### src/rtl/big_digit_scan.sv
// Frame scanner for the large-digit readout: walks the 128x64 OLED frame,
// drives the big-digit mapper and streams ROM bytes over valid/ready.
module big_digit_scan #(
    parameter int DIGITS    = 5,
    parameter int ROW_FIRST = 2
) (
    input  logic                  clk,
    input  logic                  rst,
    input  logic                  start,
    input  logic [DIGITS*7-1:0]   digits_in,
    output logic [10:0]           col_all,
    output logic [2:0]            row_all,
    output logic [6:0]            ascii,
    input  logic [7:0]            rom_data,
    output logic [7:0]            out_data,
    output logic                  out_valid,
    input  logic                  out_ready,
    output logic                  out_last,
    output logic                  busy,
    output logic                  frame_done
);

    localparam int DW = $clog2(DIGITS + 1);

    typedef enum logic [2:0] {
        S_IDLE  = 3'd0,
        S_FETCH = 3'd1,
        S_LATCH = 3'd2,
        S_SEND  = 3'd3,
        S_DONE  = 3'd4
    } state_t;

    state_t              state_q, state_d;
    logic [2:0]          page_q, page_d;
    logic [6:0]          col_q, col_d;
    logic [4:0]          dcol_q, dcol_d;
    logic [DW-1:0]       dig_q, dig_d;
    logic [DIGITS*7-1:0] snap_q, snap_d;
    logic [7:0]          out_data_q, out_data_d;
    logic                out_last_q, out_last_d;
    logic                out_valid_q, out_valid_d;
    logic                busy_q, busy_d;
    logic                frame_done_q, frame_done_d;

    logic                in_win_s;
    logic                last_s;
    logic [6:0]          ascii_s;

    // Window decode and digit selection from the current counters
    always_comb begin
        in_win_s = (page_q >= 3'(ROW_FIRST)) && (dig_q < DW'(DIGITS));
        last_s   = (page_q == 3'd7) && (col_q == 7'd127);
        ascii_s  = 7'd0;
        for (int k = 0; k < DIGITS; k++) begin
            if (in_win_s && (dig_q == DW'(k))) begin
                ascii_s = snap_q[k*7 +: 7];
            end else begin
                ascii_s = ascii_s;
            end
        end
    end

    assign col_all    = {1'b0, page_q, col_q};
    assign row_all    = page_q;
    assign ascii      = ascii_s;
    assign out_data   = out_data_q;
    assign out_last   = out_last_q;
    assign out_valid  = out_valid_q;
    assign busy       = busy_q;
    assign frame_done = frame_done_q;

    // Next-state logic for the FSM, counters and output registers
    always_comb begin
        state_d      = state_q;
        page_d       = page_q;
        col_d        = col_q;
        dcol_d       = dcol_q;
        dig_d        = dig_q;
        snap_d       = snap_q;
        out_data_d   = out_data_q;
        out_last_d   = out_last_q;
        out_valid_d  = out_valid_q;
        busy_d       = busy_q;
        frame_done_d = 1'b0;

        case (state_q)
            S_IDLE: begin
                if (start) begin
                    snap_d  = digits_in;
                    page_d  = 3'd0;
                    col_d   = 7'd0;
                    dcol_d  = 5'd0;
                    dig_d   = '0;
                    busy_d  = 1'b1;
                    state_d = S_FETCH;
                end else begin
                    state_d = S_IDLE;
                end
            end
            S_FETCH: begin
                state_d = S_LATCH;
            end
            S_LATCH: begin
                out_data_d  = in_win_s ? rom_data : 8'h00;
                out_last_d  = last_s;
                out_valid_d = 1'b1;
                state_d     = S_SEND;
            end
            S_SEND: begin
                if (out_ready) begin
                    out_valid_d = 1'b0;
                    if (out_last_q) begin
                        busy_d       = 1'b0;
                        frame_done_d = 1'b1;
                        state_d      = S_DONE;
                    end else begin
                        state_d = S_FETCH;
                        if (col_q == 7'd127) begin
                            col_d  = 7'd0;
                            dcol_d = 5'd0;
                            dig_d  = '0;
                            page_d = page_q + 3'd1;
                        end else begin
                            col_d = col_q + 7'd1;
                            if (dcol_q == 5'd23) begin
                                dcol_d = 5'd0;
                                // dig parks at DIGITS once past the last digit
                                if (dig_q != DW'(DIGITS)) begin
                                    dig_d = dig_q + DW'(1);
                                end else begin
                                    dig_d = dig_q;
                                end
                            end else begin
                                dcol_d = dcol_q + 5'd1;
                            end
                        end
                    end
                end else begin
                    state_d = S_SEND;
                end
            end
            S_DONE: begin
                state_d = S_IDLE;
            end
            default: begin
                state_d = S_IDLE;
            end
        endcase
    end

    // State, counter, snapshot and output registers
    always_ff @(posedge clk or posedge rst) begin
        if (rst) begin
            state_q      <= S_IDLE;
            page_q       <= 3'd0;
            col_q        <= 7'd0;
            dcol_q       <= 5'd0;
            dig_q        <= '0;
            snap_q       <= '0;
            out_data_q   <= 8'h00;
            out_last_q   <= 1'b0;
            out_valid_q  <= 1'b0;
            busy_q       <= 1'b0;
            frame_done_q <= 1'b0;
        end else begin
            state_q      <= state_d;
            page_q       <= page_d;
            col_q        <= col_d;
            dcol_q       <= dcol_d;
            dig_q        <= dig_d;
            snap_q       <= snap_d;
            out_data_q   <= out_data_d;
            out_last_q   <= out_last_d;
            out_valid_q  <= out_valid_d;
            busy_q       <= busy_d;
            frame_done_q <= frame_done_d;
        end
    end

endmodule

### config.mk
export PLATFORM = sky130hd
export DESIGN_NAME = big_digit_scan
export DESIGN_NICKNAME = d
export VERILOG_FILES = /design/src/rtl/big_digit_scan.sv
export SDC_FILE = /design/constraint.sdc
export NUM_CORES = 1
export LEC_CHECK = 0
export ABC_CLOCK_PERIOD_IN_PS = 5800
export CAP_MARGIN = 20
export CORE_UTILIZATION = 55
export CTS_BUF_LIST = sky130_fd_sc_hd__clkbuf_4
export DETAILED_ROUTE_END_ITERATION = 12
export GPL_ROUTABILITY_DRIVEN = 1
export HOLD_SLACK_MARGIN = 0.03
export PLACE_DENSITY = 0.88
export SKIP_LAST_GASP = 1
export SYNTH_ARGS = -nofsm -noshare
export SYNTH_HDL_FRONTEND = slang
export SYNTH_SLANG_ARGS = --single-unit
### constraint.sdc
create_clock -name clk -period 5.8 [get_ports clk]
set_input_delay 1.16 -clock clk [delete_from_list [all_inputs] [get_ports clk]]
set_output_delay 1.16 -clock clk [all_outputs]
set_load 0.02 [all_outputs]
After elaboration in Yosys (flattened, before gate mapping) --
Index checks and enable logic that the tools add are counted.
Word-level totals: register bits 68, input port bits 47, output and inout port bits 33, word-level logic and storage cells 93
Cells by class: add/subtract/negate cells 4, magnitude comparators 2, equality and inequality tests 18, multiplexer cells 41, reductions and logical operators 17
Operator list (number):
- $mux 7 | 9
- $mux 3 | 11
- $mux 5 | 5
- $pmux 7 s2 | 1
- $eq 3x2->1 const B | 4
- $pmux 3 s2 | 2
- $pmux 3 s4 | 1
- $ne 2x2->1 const B | 5
- $pmux 5 s2 | 1
- $ne 3x3->1 const B | 3
- $mux 1 | 8
- $mux 8 | 1
- $reduce_and 4->1 | 2
- $add 7x1->7 const B | 1
- $eq 7x7->1 const B | 1
- $logic_and 1x1->1 | 7
- $add 3x1->3 const B | 2
- $eq 3x1->1 const B | 2
- $eq 3x3->1 const B | 2
- $logic_not 3->1 | 2
- $reduce_and 6->1 | 1
- $add 5x1->5 const B | 1
- $eq 5x5->1 const B | 1
- $reduce_and 5->1 | 1
- other kinds (5) | 8

Logic depth before layout (Yosys ltp) --
Gate-level depths: netlist of run 1.
depth after elaboration 8, mapped depth 8, gate-level depth less buffers 6

Worst setup path after synthesis of run 1 --
OpenSTA, ideal clock, no wires.
kind register to output, start reg dig_q[0], end out ascii[0], arrival 1.762 ns, data required time 4.640 ns, slack 2.878 ns, stages on the path, launching flop included 9, buffers on the path 2, path through dfrtp_1 > inv_1 > ha_1 > clkbuf_1 > a21o_1 > and3_1 > clkbuf_1 > a31oi_1 > nor2_1
On the way: word-level cells in the longest chain between the ends 8, elaborated cells between the ends (all ways) 17, classes of those cells order compare: 1; eq/ne: 4; mux: 5; reduce/logical: 7
Ends and longest elaborated chain:
- start, declared | RTL line 37 | logic [DW-1:0] dig_q, dig_d;
- start signal, assigned | RTL line 170 | dig_q <= dig_d;
- $lt 3x3->1 | RTL line 51 | in_win_s = (page_q >= 3'(ROW_FIRST)) && (dig_q < DW'(DIGITS));
- $logic_and 1x1->1 | RTL line 51
- $logic_and 1x1->1 | RTL line 55 | if (in_win_s && (dig_q == DW'(k))) begin
- $mux 7 (4 in series) | RTL line 55
- $mux 7 * | RTL line 55
- end, declared | RTL line 13 | output logic [6:0] ascii,
Every way passes the cells marked *; elsewhere a longest branch is shown, timed or not.

Final worst setup path of run 1 --
start reg page_q[0], in the netlist row_all[0], end out ascii[0]
On the way: word-level cells in the longest chain between the ends 8, elaborated cells between the ends (all ways) 12, classes of those cells order compare: 1; mux: 5; reduce/logical: 6
Ends and longest elaborated chain:
- start, declared | RTL line 34 | logic [2:0] page_q, page_d;
- start signal, assigned | RTL line 167 | page_q <= page_d;
- $ge 3x2->1 * | RTL line 51
- $logic_and 1x1->1 * | RTL line 51
- $logic_and 1x1->1 | RTL line 55
- $mux 7 (4 in series) | RTL line 55
- $mux 7 * | RTL line 55
Marks and branches as above.

==> results of run 1 <==
## registers in the layout, summed over array words and instances (netlist names)
name	cells
state_q	3
dig_q	3
out_valid	1
col_q	7
out_last	1
row_all	3
frame_done	1
snap_q	35
out_data	8
dcol_q	5
busy	1
## layer usage
| layer | vias to the layer above | wire length (um) | GRT usage, % |
|---|---|---|---|
| li1 | 1189 | - | - |
| met1 | 1262 | 3110 | 32.5 |
| met2 | 104 | 3450 | 41.2 |
| met3 | 16 | 544 | 7.59 |
| met4 | 0 | 161 | 8.91 |
| met5 | - | 0 | 0 |
## synthesized netlist by cell type, types with 2 or more instances
cell / number
dfrtp_1: 68
mux2_2: 34
nand2_1: 20
o21ai_0: 20
nor2_1: 16
a31oi_1: 13
a21oi_1: 11
a22o_1: 10
ha_1: 10
nand2b_1: 9
nand3_1: 8
buf_4: 7
inv_1: 7
o22ai_1: 7
clkbuf_1: 6
and3_1: 5
o21ai_1: 4
a21o_1: 3
buf_2: 3
mux2_1: 2
nor2b_1: 2
## worst max-delay path, stage by stage (launching register included)
cell and delay (ns):
dfrtp_1 0.44, inv_1 0.07, ha_1 0.18, or3_1 0.42
nand4_1 0.34, o22ai_1 0.14, nor2_1 0.15, clkdlybuf4s50_1 0.62
## power breakdown
part	total (mW)	switching [mW]	internal [mW]
Sequential	0.758	0.119	0.639
Combinational	0.491	0.234	0.257
Clock	0.251	0.163	0.0879
## worst min path at each step
stage / from / end / slack, ns
after global routing: snap_q[14]$_DFFE_PP0P_ / snap_q[14]$_DFFE_PP0P_ / 0.52
after detailed placement: snap_q[14]$_DFFE_PP0P_ / snap_q[14]$_DFFE_PP0P_ / 0.48
after CTS: snap_q[14]$_DFFE_PP0P_ / snap_q[14]$_DFFE_PP0P_ / 0.50
after global placement: snap_q[14]$_DFFE_PP0P_ / snap_q[14]$_DFFE_PP0P_ / 0.46
after floorplan: snap_q[14]$_DFFE_PP0P_ / snap_q[14]$_DFFE_PP0P_ / 0.45
final: dcol_q[0]$_DFFE_PP0P_ / dcol_q[0]$_DFFE_PP0P_ / 0.51
## area by class of cell
type	instances	share of cell area, %
Sequential cell	68	41.0
Multi-Input combinational cell	198	34.7
Inverter	7	0.633
Tap cell	72	2.17
Clock inverter	6	0.753
Timing Repair Buffer	79	19.0
Clock buffer	10	1.81
## logic make-up (layout without fill, tap and decap cells)
family,count (synthesis),after routing
AO/OA/AOI/OAI,80,80
AND/OR/NAND/NOR,71,71
flip-flops,68,68
multiplexers,36,36
buffers and inverters,24,102
adder cells (fa/ha/maj),10,10
other,1,1
==> results by group, run 1 <==
Final layout
  • Layout Cells excl Fill: 440
  • Area growth syn-to-layout: 27.0%
  • Layout net count: 420
  • N_diodes: 0
  • Area of the multi-input gates: 1440 sq um
  • Design area: 4150 sq um
  • Share of cells above drive strength 1: 15.2%
  • Commonest non-fill, non-tap cells in the layout: clkdlybuf4s50_1, dfrtp_1, mux2_2, nand2_1, o21ai_0
  • Commonest non-fill, non-tap cell in the layout: clkdlybuf4s50_1
  • Fill count: 427
  • FF+latch area: 1700 sq um
  • Final Core Density: 74.1%

Floorplanning
  • Starting Density: 58.3%
  • Die Span Y: 79.1 um
  • Die Wd: 79.1 um
  • Cell Rows: 27
  • I/O pin total: 80
  • Total die area: 6260 sq um
  • Core region area: 5610 sq um

Worst setup path
  • End of the critical path: ascii[0]
  • CP arrival: 2.76 ns
  • Worst-path fanout max: 7
  • Crit path capture type: output port
  • R2R Setup Slk: 3.57 ns
  • R2r worst-path depth: 5
  • R2R Path End: col_q[5]$_DFFE_PP0P_
  • Crit path launch: row_all[0]$_DFFE_PP0P_
  • Critical Path RT: 4.64 ns
  • Kind of critical path: reg -> out
  • Startpoint type of the worst setup path: register
  • Worst R2R Start: col_q[0]$_DFFE_PP0P_

Clock network
  • TritonCTS clock tree: yes
  • Root buffer cell: clkbuf_4
  • Setup bufs post-CTS: 0
  • # clock sinks: 68
  • H-tree Lvls: 3
  • Total CTS buffers: 9
  • Number of gates resized after cts: 0
  • Longest Clk Path Bufs: 2
  • Cts-stage hold buffer count: 0
  • Reg clk slew, reported paths: 0.10 ns
  • Worst-skew pair later-pin latency: 0.40 ns

Timing
  • Final period utilization: 67.6%
  • Fin worst setup slack: 1.88 ns
  • Fmax: 0.255 GHz
  • Final Slew Violations: 0
  • Post-layout min period: 3.92 ns
  • Worst slew pin tran: 0.829 ns
  • Skew final: 0.00778 ns
  • Slew margin rel.: 44.8%
  • Post-Route Setup TNS: 0 ns
  • Hold_ws: 0.506 ns
  • Setup violators final: 0
  • RSZ-0062 raised after global routing: false
  • Fin. Hold Viols: 0

Power
  • Pwr Density: 361 nW/um^2
  • Total power: 1.50 mW
  • Worst VDD drop: 0.219 mV
  • Static leakage: 1.76 nW

Yosys
  • Register area share after synthesis: 52.0%
  • Async set-reset flop share out of synthesis: 100%
  • Dominant synthesized flop cell: dfrtp_1
  • Synth Register Bits: 68
  • Top cell type by total area after synthesis: dfrtp_1
  • EDFF count, synth: 0
  • Mux share of post-synthesis cell area: 12.4%
  • Yosys cell types: 46
  • Ys Warns: 0
  • Top cells by area, synth: dfrtp_1, mux2_2, ha_1, o21ai_0, a22o_1
  • Combinational family with the most area after synthesis: compound AO/OA/AOI/OAI gates
  • Synth top area share: 52.0%
  • Synth Area in Simple Gates: 11.4%
  • Syn_area_per_cell: 11.3 sq um
  • Post-Synth XOR/XNOR Area: 0%
  • Post-Syn Area: 3270 sq um
  • Syn nets: 347
  • Synth Area in Compound Gates: 16.3%
  • Mapped Cells: 290
  • Adder-Cell Fraction of Synth Area: 3.83%

Placed design
  • Pre-CTS setup slack: 2.34 ns
  • Dpl cells: 424
  • Placed inst area: 4050 sq um
  • Gpl congestion: 0.809
  • I/O Buffers: 78
  • DP Wirelength: 5080 um

Route
  • 1st-pass router iterations: 4
  • Final antenna-violating net count: 0
  • Via Count: 2571
  • 1st-iter DRT viols: 123
  • # DRC: 0
  • Avg WL per Cell: 16.5 um
  • Via/cell ratio: 5.84
  • Final WL: 7260 um

GRT
  • First-pass GRT wire length: 12200 um
  • Vias in the first global route: 2624
  • Largest net degree at the start of global routing: 69
  • Antenna violations before repair: 0
  • Total GRT Usage: 25.4%
  • Overflow after GRT: 0

Run
  • Max Cap Violations: 0

Hold path
  • Hold Crit Class: reg -> reg
  • Hold Path Depth: 1

Run status
  • Outcome: completed
No activity file was read; power rests on OpenSTA's default activity.
==> run 2, diff against run 1 <==
--- a/config.mk
+++ b/config.mk
@@ -5,14 +5,14 @@
 export SDC_FILE = /design/constraint.sdc
 export NUM_CORES = 1
 export LEC_CHECK = 0
-export ABC_CLOCK_PERIOD_IN_PS = 5800
+export ABC_CLOCK_PERIOD_IN_PS = 3500
 export CAP_MARGIN = 20
-export CORE_UTILIZATION = 55
+export CORE_UTILIZATION = 46
 export CTS_BUF_LIST = sky130_fd_sc_hd__clkbuf_4
 export DETAILED_ROUTE_END_ITERATION = 12
 export GPL_ROUTABILITY_DRIVEN = 1
 export HOLD_SLACK_MARGIN = 0.03
-export PLACE_DENSITY = 0.88
+export PLACE_DENSITY = 0.78
 export SKIP_LAST_GASP = 1
 export SYNTH_ARGS = -nofsm -noshare
 export SYNTH_HDL_FRONTEND = slang
==> constraint.sdc (replaced) <==
create_clock -name clk -period 3.5 [get_ports clk]
set_input_delay 0.7 -clock clk [delete_from_list [all_inputs] [get_ports clk]]
set_output_delay 0.7 -clock clk [all_outputs]
set_load 0.02 [all_outputs]
==> results by group, run 2 (synthesized netlist as in run 1, its figures left out) <==
Run status
  • Outcome: completed

Run
  • Max Cap Violations: 0

Hold path
  • Min-delay src: snap_q[14]$_DFFE_PP0P_
  • Hold Path End: snap_q[14]$_DFFE_PP0P_
  • Hold Path Depth: 1
  • Hold Crit Class: reg -> reg

Timing
  • Fmax: 0.297 GHz
  • Post-layout min period: 3.36 ns
  • Final Slew Violations: 0
  • Fin. Hold Viols: 0
  • Setup violators final: 0
  • Worst slew pin tran: 0.822 ns
  • Fin worst setup slack: 0.137 ns
  • Final period utilization: 96.1%
  • Skew final: 0.0166 ns
  • Slew margin rel.: 45.2%
  • Hold_ws: 0.502 ns

Clock network
  • Total CTS buffers: 9
  • # clock sinks: 68
  • Root buffer cell: clkbuf_4
  • TritonCTS clock tree: yes
  • Cts-stage hold buffer count: 0
  • Worst-skew pair later-pin latency: 0.42 ns
  • Reg clk slew, reported paths: 0.12 ns
  • H-tree Lvls: 3
  • Longest Clk Path Bufs: 2

Final layout
  • N_diodes: 0
  • Share of cells above drive strength 1: 17.3%
  • Biggest register: snap_q
  • Layout net count: 422
  • Max reg flops: 35
  • Final Core Density: 62.5%
  • Area growth syn-to-layout: 30.7%
  • Commonest non-fill, non-tap cell in the layout: clkdlybuf4s50_1
  • Commonest non-fill, non-tap cells in the layout: clkdlybuf4s50_1, dfrtp_1, mux2_2, nand2_1, o21ai_0
  • Fill count: 566

Placed design
  • DP Wirelength: 4920 um
  • Pre-CTS setup slack: 0.527 ns
  • Gpl congestion: 0.839
  • I/O Buffers: 78

Route
  • Via/cell ratio: 5.37
  • # DRC: 0
  • Via Count: 2502
  • Final WL: 7160 um
  • 1st-iter DRT viols: 116
  • Final antenna-violating net count: 0
  • Avg WL per Cell: 15.4 um
  • 1st-pass router iterations: 4

Power
  • Pwr Density: 622 nW/um^2
  • Total power: 2.66 mW
  • Worst VDD drop: 0.303 mV
  • Static leakage: 1.82 nW

Floorplanning
  • Total die area: 7450 sq um
  • Core region area: 6830 sq um
  • Die Wd: 86.3 um
  • I/O pin total: 80
  • Cell Rows: 30
  • Starting Density: 47.9%
  • Die Span Y: 86.3 um

GRT
  • Antenna violations before repair: 0
  • Largest net degree at the start of global routing: 37
  • Vias in the first global route: 2504
  • Total GRT Usage: 20.6%
  • First-pass GRT wire length: 11800 um
  • Overflow after GRT: 0

Worst setup path
  • R2r worst-path depth: 5
  • Critical Path RT: 2.80 ns
  • Crit path capture type: output port
  • Startpoint type of the worst setup path: register
  • Kind of critical path: reg -> out
  • Worst-path fanout max: 7
  • R2R Setup Slk: 1.32 ns
  • R2R Path End: dig_q[0]$_DFFE_PP0P_
  • Worst R2R Start: col_q[0]$_DFFE_PP0P_
  • CP arrival: 2.66 ns
## run 2: per-stage QoR
step	cells	cell area, sq um	setup TNS, ns
after CTS	465	4250	0
after floorplan	290	3270	0
final	466	4270	0
after detailed placement	449	4080	0
after global placement	449	4080	0
after global routing	466	4270	-0.00265
## run 2: how the worst max path moves through the flow
| stage | startpoint | endpoint | slack, ns | cells after the start |
|---|---|---|---|---|
| 5_1_grt | row_all[0]$_DFFE_PP0P_ | ascii[5] | -0.003 | 7 |
| 6_report | row_all[0]$_DFFE_PP0P_ | ascii[3] | 0.14 | 7 |
| 2_1_floorplan | dig_q[0]$_DFFE_PP0P_ | ascii[0] | 1.04 | 8 |
| 4_1_cts | row_all[0]$_DFFE_PP0P_ | ascii[0] | 0.03 | 7 |
| 3_3_place_gp | row_all[0]$_DFFE_PP0P_ | ascii[0] | 0.57 | 7 |
| 3_5_place_dp | row_all[0]$_DFFE_PP0P_ | ascii[0] | 0.53 | 7 |
## run 2: repair_timing
item,in CTS,in global routing
buffers inserted,0,1
hold endpoints to repair,0,0
setup endpoints to repair,0,7
resized for setup,0,5
## run 2: power breakdown
group          switching [mW]  internal [mW]  leakage, nW
clock network           0.304          0.292       0.0788
logic                   0.382          0.427        0.887
registers               0.195           1.06        0.859
## run 2: layer usage
metal	wire length [um]	GRT usage, %	up-vias
li1	-	-	1197
met3	404	6.38	5
met5	0	0	-
met4	42	4.09	0
met1	3310	26.3	1227
met2	3410	34.8	73
## run 2: area by class of cell
class	instances	area [sq um]	share of cell area, %
sequential	68	1700	39.9
multi-input combinational	198	1450	33.9
inverter	7	26.3	0.615
clock inverter	7	100	2.34
timing repair buffer	81	808	18.9
tap	96	120	2.81
clock buffer	9	67.6	1.58
## run 2: critical path, cell delays in order, from the launching register on
cell and delay (ns):
dfrtp_2 0.44, inv_1 0.06, ha_1 0.18, or3_1 0.42
nand4_1 0.29, o22ai_1 0.13, nor2_1 0.11, clkdlybuf4s50_1 0.61
==> run 3, diff against run 2 <==
--- a/config.mk
+++ b/config.mk
@@ -9,10 +9,11 @@
 export CAP_MARGIN = 20
 export CORE_UTILIZATION = 46
 export CTS_BUF_LIST = sky130_fd_sc_hd__clkbuf_4
+export CTS_CLUSTER_SIZE = 30
 export DETAILED_ROUTE_END_ITERATION = 12
 export GPL_ROUTABILITY_DRIVEN = 1
 export HOLD_SLACK_MARGIN = 0.03
-export PLACE_DENSITY = 0.78
+export PLACE_DENSITY = 0.82
 export SKIP_LAST_GASP = 1
 export SYNTH_ARGS = -nofsm -noshare
 export SYNTH_HDL_FRONTEND = slang
==> results by group, run 3 (synthesized netlist as in run 1, its figures left out) <==
Clock network
  • Longest Clk Path Bufs: 2
  • H-tree Lvls: 3
  • TritonCTS clock tree: yes
  • Cts-stage hold buffer count: 0
  • # clock sinks: 68
  • Worst-skew pair later-pin latency: 0.40 ns
  • Root buffer cell: clkbuf_4
  • Reg clk slew, reported paths: 0.10 ns
  • Total CTS buffers: 9

Route
  • Via Count: 2517
  • 1st-iter DRT viols: 92
  • Final WL: 7090 um
  • Via/cell ratio: 5.45
  • Avg WL per Cell: 15.4 um
  • 1st-pass router iterations: 5
  • # DRC: 0
  • Final antenna-violating net count: 0

Floorplanning
  • Cell Rows: 30
  • Total die area: 7450 sq um
  • I/O pin total: 80
  • Die Span Y: 86.3 um
  • Core region area: 6830 sq um
  • Starting Density: 47.9%
  • Die Wd: 86.3 um

Final layout
  • Final Core Density: 61.6%
  • Commonest non-fill, non-tap cell in the layout: clkdlybuf4s50_1
  • Share of cells above drive strength 1: 16.4%
  • N_diodes: 0
  • Biggest register: snap_q
  • Area growth syn-to-layout: 28.7%
  • Layout net count: 420
  • Fill count: 582
  • Max reg flops: 35
  • Commonest non-fill, non-tap cells in the layout: clkdlybuf4s50_1, dfrtp_1, mux2_2, nand2_1, o21ai_0

Worst setup path
  • Crit path largest cell delay: 0.61 ns
  • CP arrival: 2.64 ns
  • Worst-path fanout max: 7
  • R2R Setup Slk: 1.27 ns
  • Slowest-stage cell, CP: clkdlybuf4s50_1
  • Critical Path RT: 2.80 ns
  • Kind of critical path: reg -> out
  • Startpoint type of the worst setup path: register
  • Crit path cell chain: inv_1, ha_1, or3_1, nand4_1, o22ai_1, nor2_1, clkdlybuf4s50_1
  • Crit path capture type: output port

GRT
  • Overflow after GRT: 0
  • First-pass GRT wire length: 11600 um
  • Total GRT Usage: 20.2%
  • Antenna violations before repair: 0
  • Vias in the first global route: 2468
  • Largest net degree at the start of global routing: 69

Timing
  • Skew final: 0.0119 ns
  • Final Slew Violations: 0
  • Fin worst setup slack: 0.160 ns
  • RSZ-0062 raised after global routing: false
  • Setup violators final: 0
  • Post-layout min period: 3.34 ns
  • Post-Route Setup TNS: 0 ns
  • Hold_ws: 0.500 ns
  • Worst slew pin tran: 0.841 ns
  • Fin. Hold Viols: 0
  • Fmax: 0.299 GHz
  • Final period utilization: 95.4%
  • Slew margin rel.: 43.9%

Placed design
  • Pre-CTS setup slack: 0.551 ns
  • Gpl congestion: 0.803
  • DP Wirelength: 4940 um
  • I/O Buffers: 78

Power
  • Worst VDD drop: 0.402 mV
  • Pwr Density: 601 nW/um^2
  • Static leakage: 1.76 nW

Run
  • Max Cap Violations: 0

Hold path
  • Hold Crit Class: reg -> reg

Run status
  • Outcome: completed
run 3: cell types whose count changed in the layout (fill, tap and decap cells not counted), sizes merged:
cell           previous run  this run
dlymetal6s2s              2         0
clkinvlp                  3         0
clkbuf                    9        10
inv                       8         7
clkinv                    1         3
bufinv                    2         1
clkdlybuf4s50            76        78
buf                       3         1
run 3: area by class of cell:
cell class | instances | area [sq um] | share of cell area (%)
multi-input cells | 198 | 1450 | 34.5
well taps | 96 | 120 | 2.85
repair buffers | 79 | 788 | 18.7
clock buffers | 10 | 75.1 | 1.78
inverters | 7 | 26.3 | 0.624
clock inverters | 4 | 42.5 | 1.01
flip-flops and latches | 68 | 1700 | 40.5
run 3: repair_timing:
item / in CTS / in global routing
endpoints found under the setup margin: 0 / 7
setup buffers: 0 / 0
gates resized for setup: 0 / 5
run 3: stage by stage:
step | cell area [sq um] | power [mW] | instances
final | 4210 | 2.53 | 462
after global routing | 4210 | 2.70 | 462
after CTS | 4190 | 2.55 | 462
after detailed placement | 4080 | 2.08 | 448
after global placement | 4080 | 2.04 | 448
after floorplan | 3270 | 1.81 | 290
run 3: final timing paths:
path | from | end | cells past startpoint
min in group asynchronous | rst | snap_q[22]$_DFFE_PP0P_ | 3
max in group asynchronous | rst | row_all[0]$_DFFE_PP0P_ | 3
worst min register to register | snap_q[13]$_DFFE_PP0P_ | snap_q[13]$_DFFE_PP0P_ | 1
worst min-delay path | snap_q[13]$_DFFE_PP0P_ | snap_q[13]$_DFFE_PP0P_ | 1
worst max register to register | col_q[0]$_DFFE_PP0P_ | col_q[5]$_DFFE_PP0P_ | 5
worst max-delay path | row_all[0]$_DFFE_PP0P_ | ascii[1] | 7
run 3: worst max-delay path, delay by kind of cell, from the launching register on:
family / cells / cell delay (ns)
AND/OR/NAND/NOR: 3 / 0.84
buffers and inverters: 2 / 0.67
flip-flops: 1 / 0.43
adder cells (fa/ha/maj): 1 / 0.18
AO/OA/AOI/OAI: 1 / 0.13
run 3: routing by layer:
metal | GRT usage (%) | vias to the layer above | wire length, um
met2 | 34.4 | 96 | 3450
li1 | - | 1189 | -
met1 | 25.6 | 1221 | 3060
met4 | 6.52 | 0 | 103
met3 | 4.38 | 11 | 479
met5 | 0 | - | 0
run 3: power by group:
group          switching, mW  internal [mW]  leakage, nW
logic                  0.384          0.427        0.838
clock network          0.253          0.213       0.0672
registers              0.193           1.06        0.859
total                  0.830           1.70         1.76
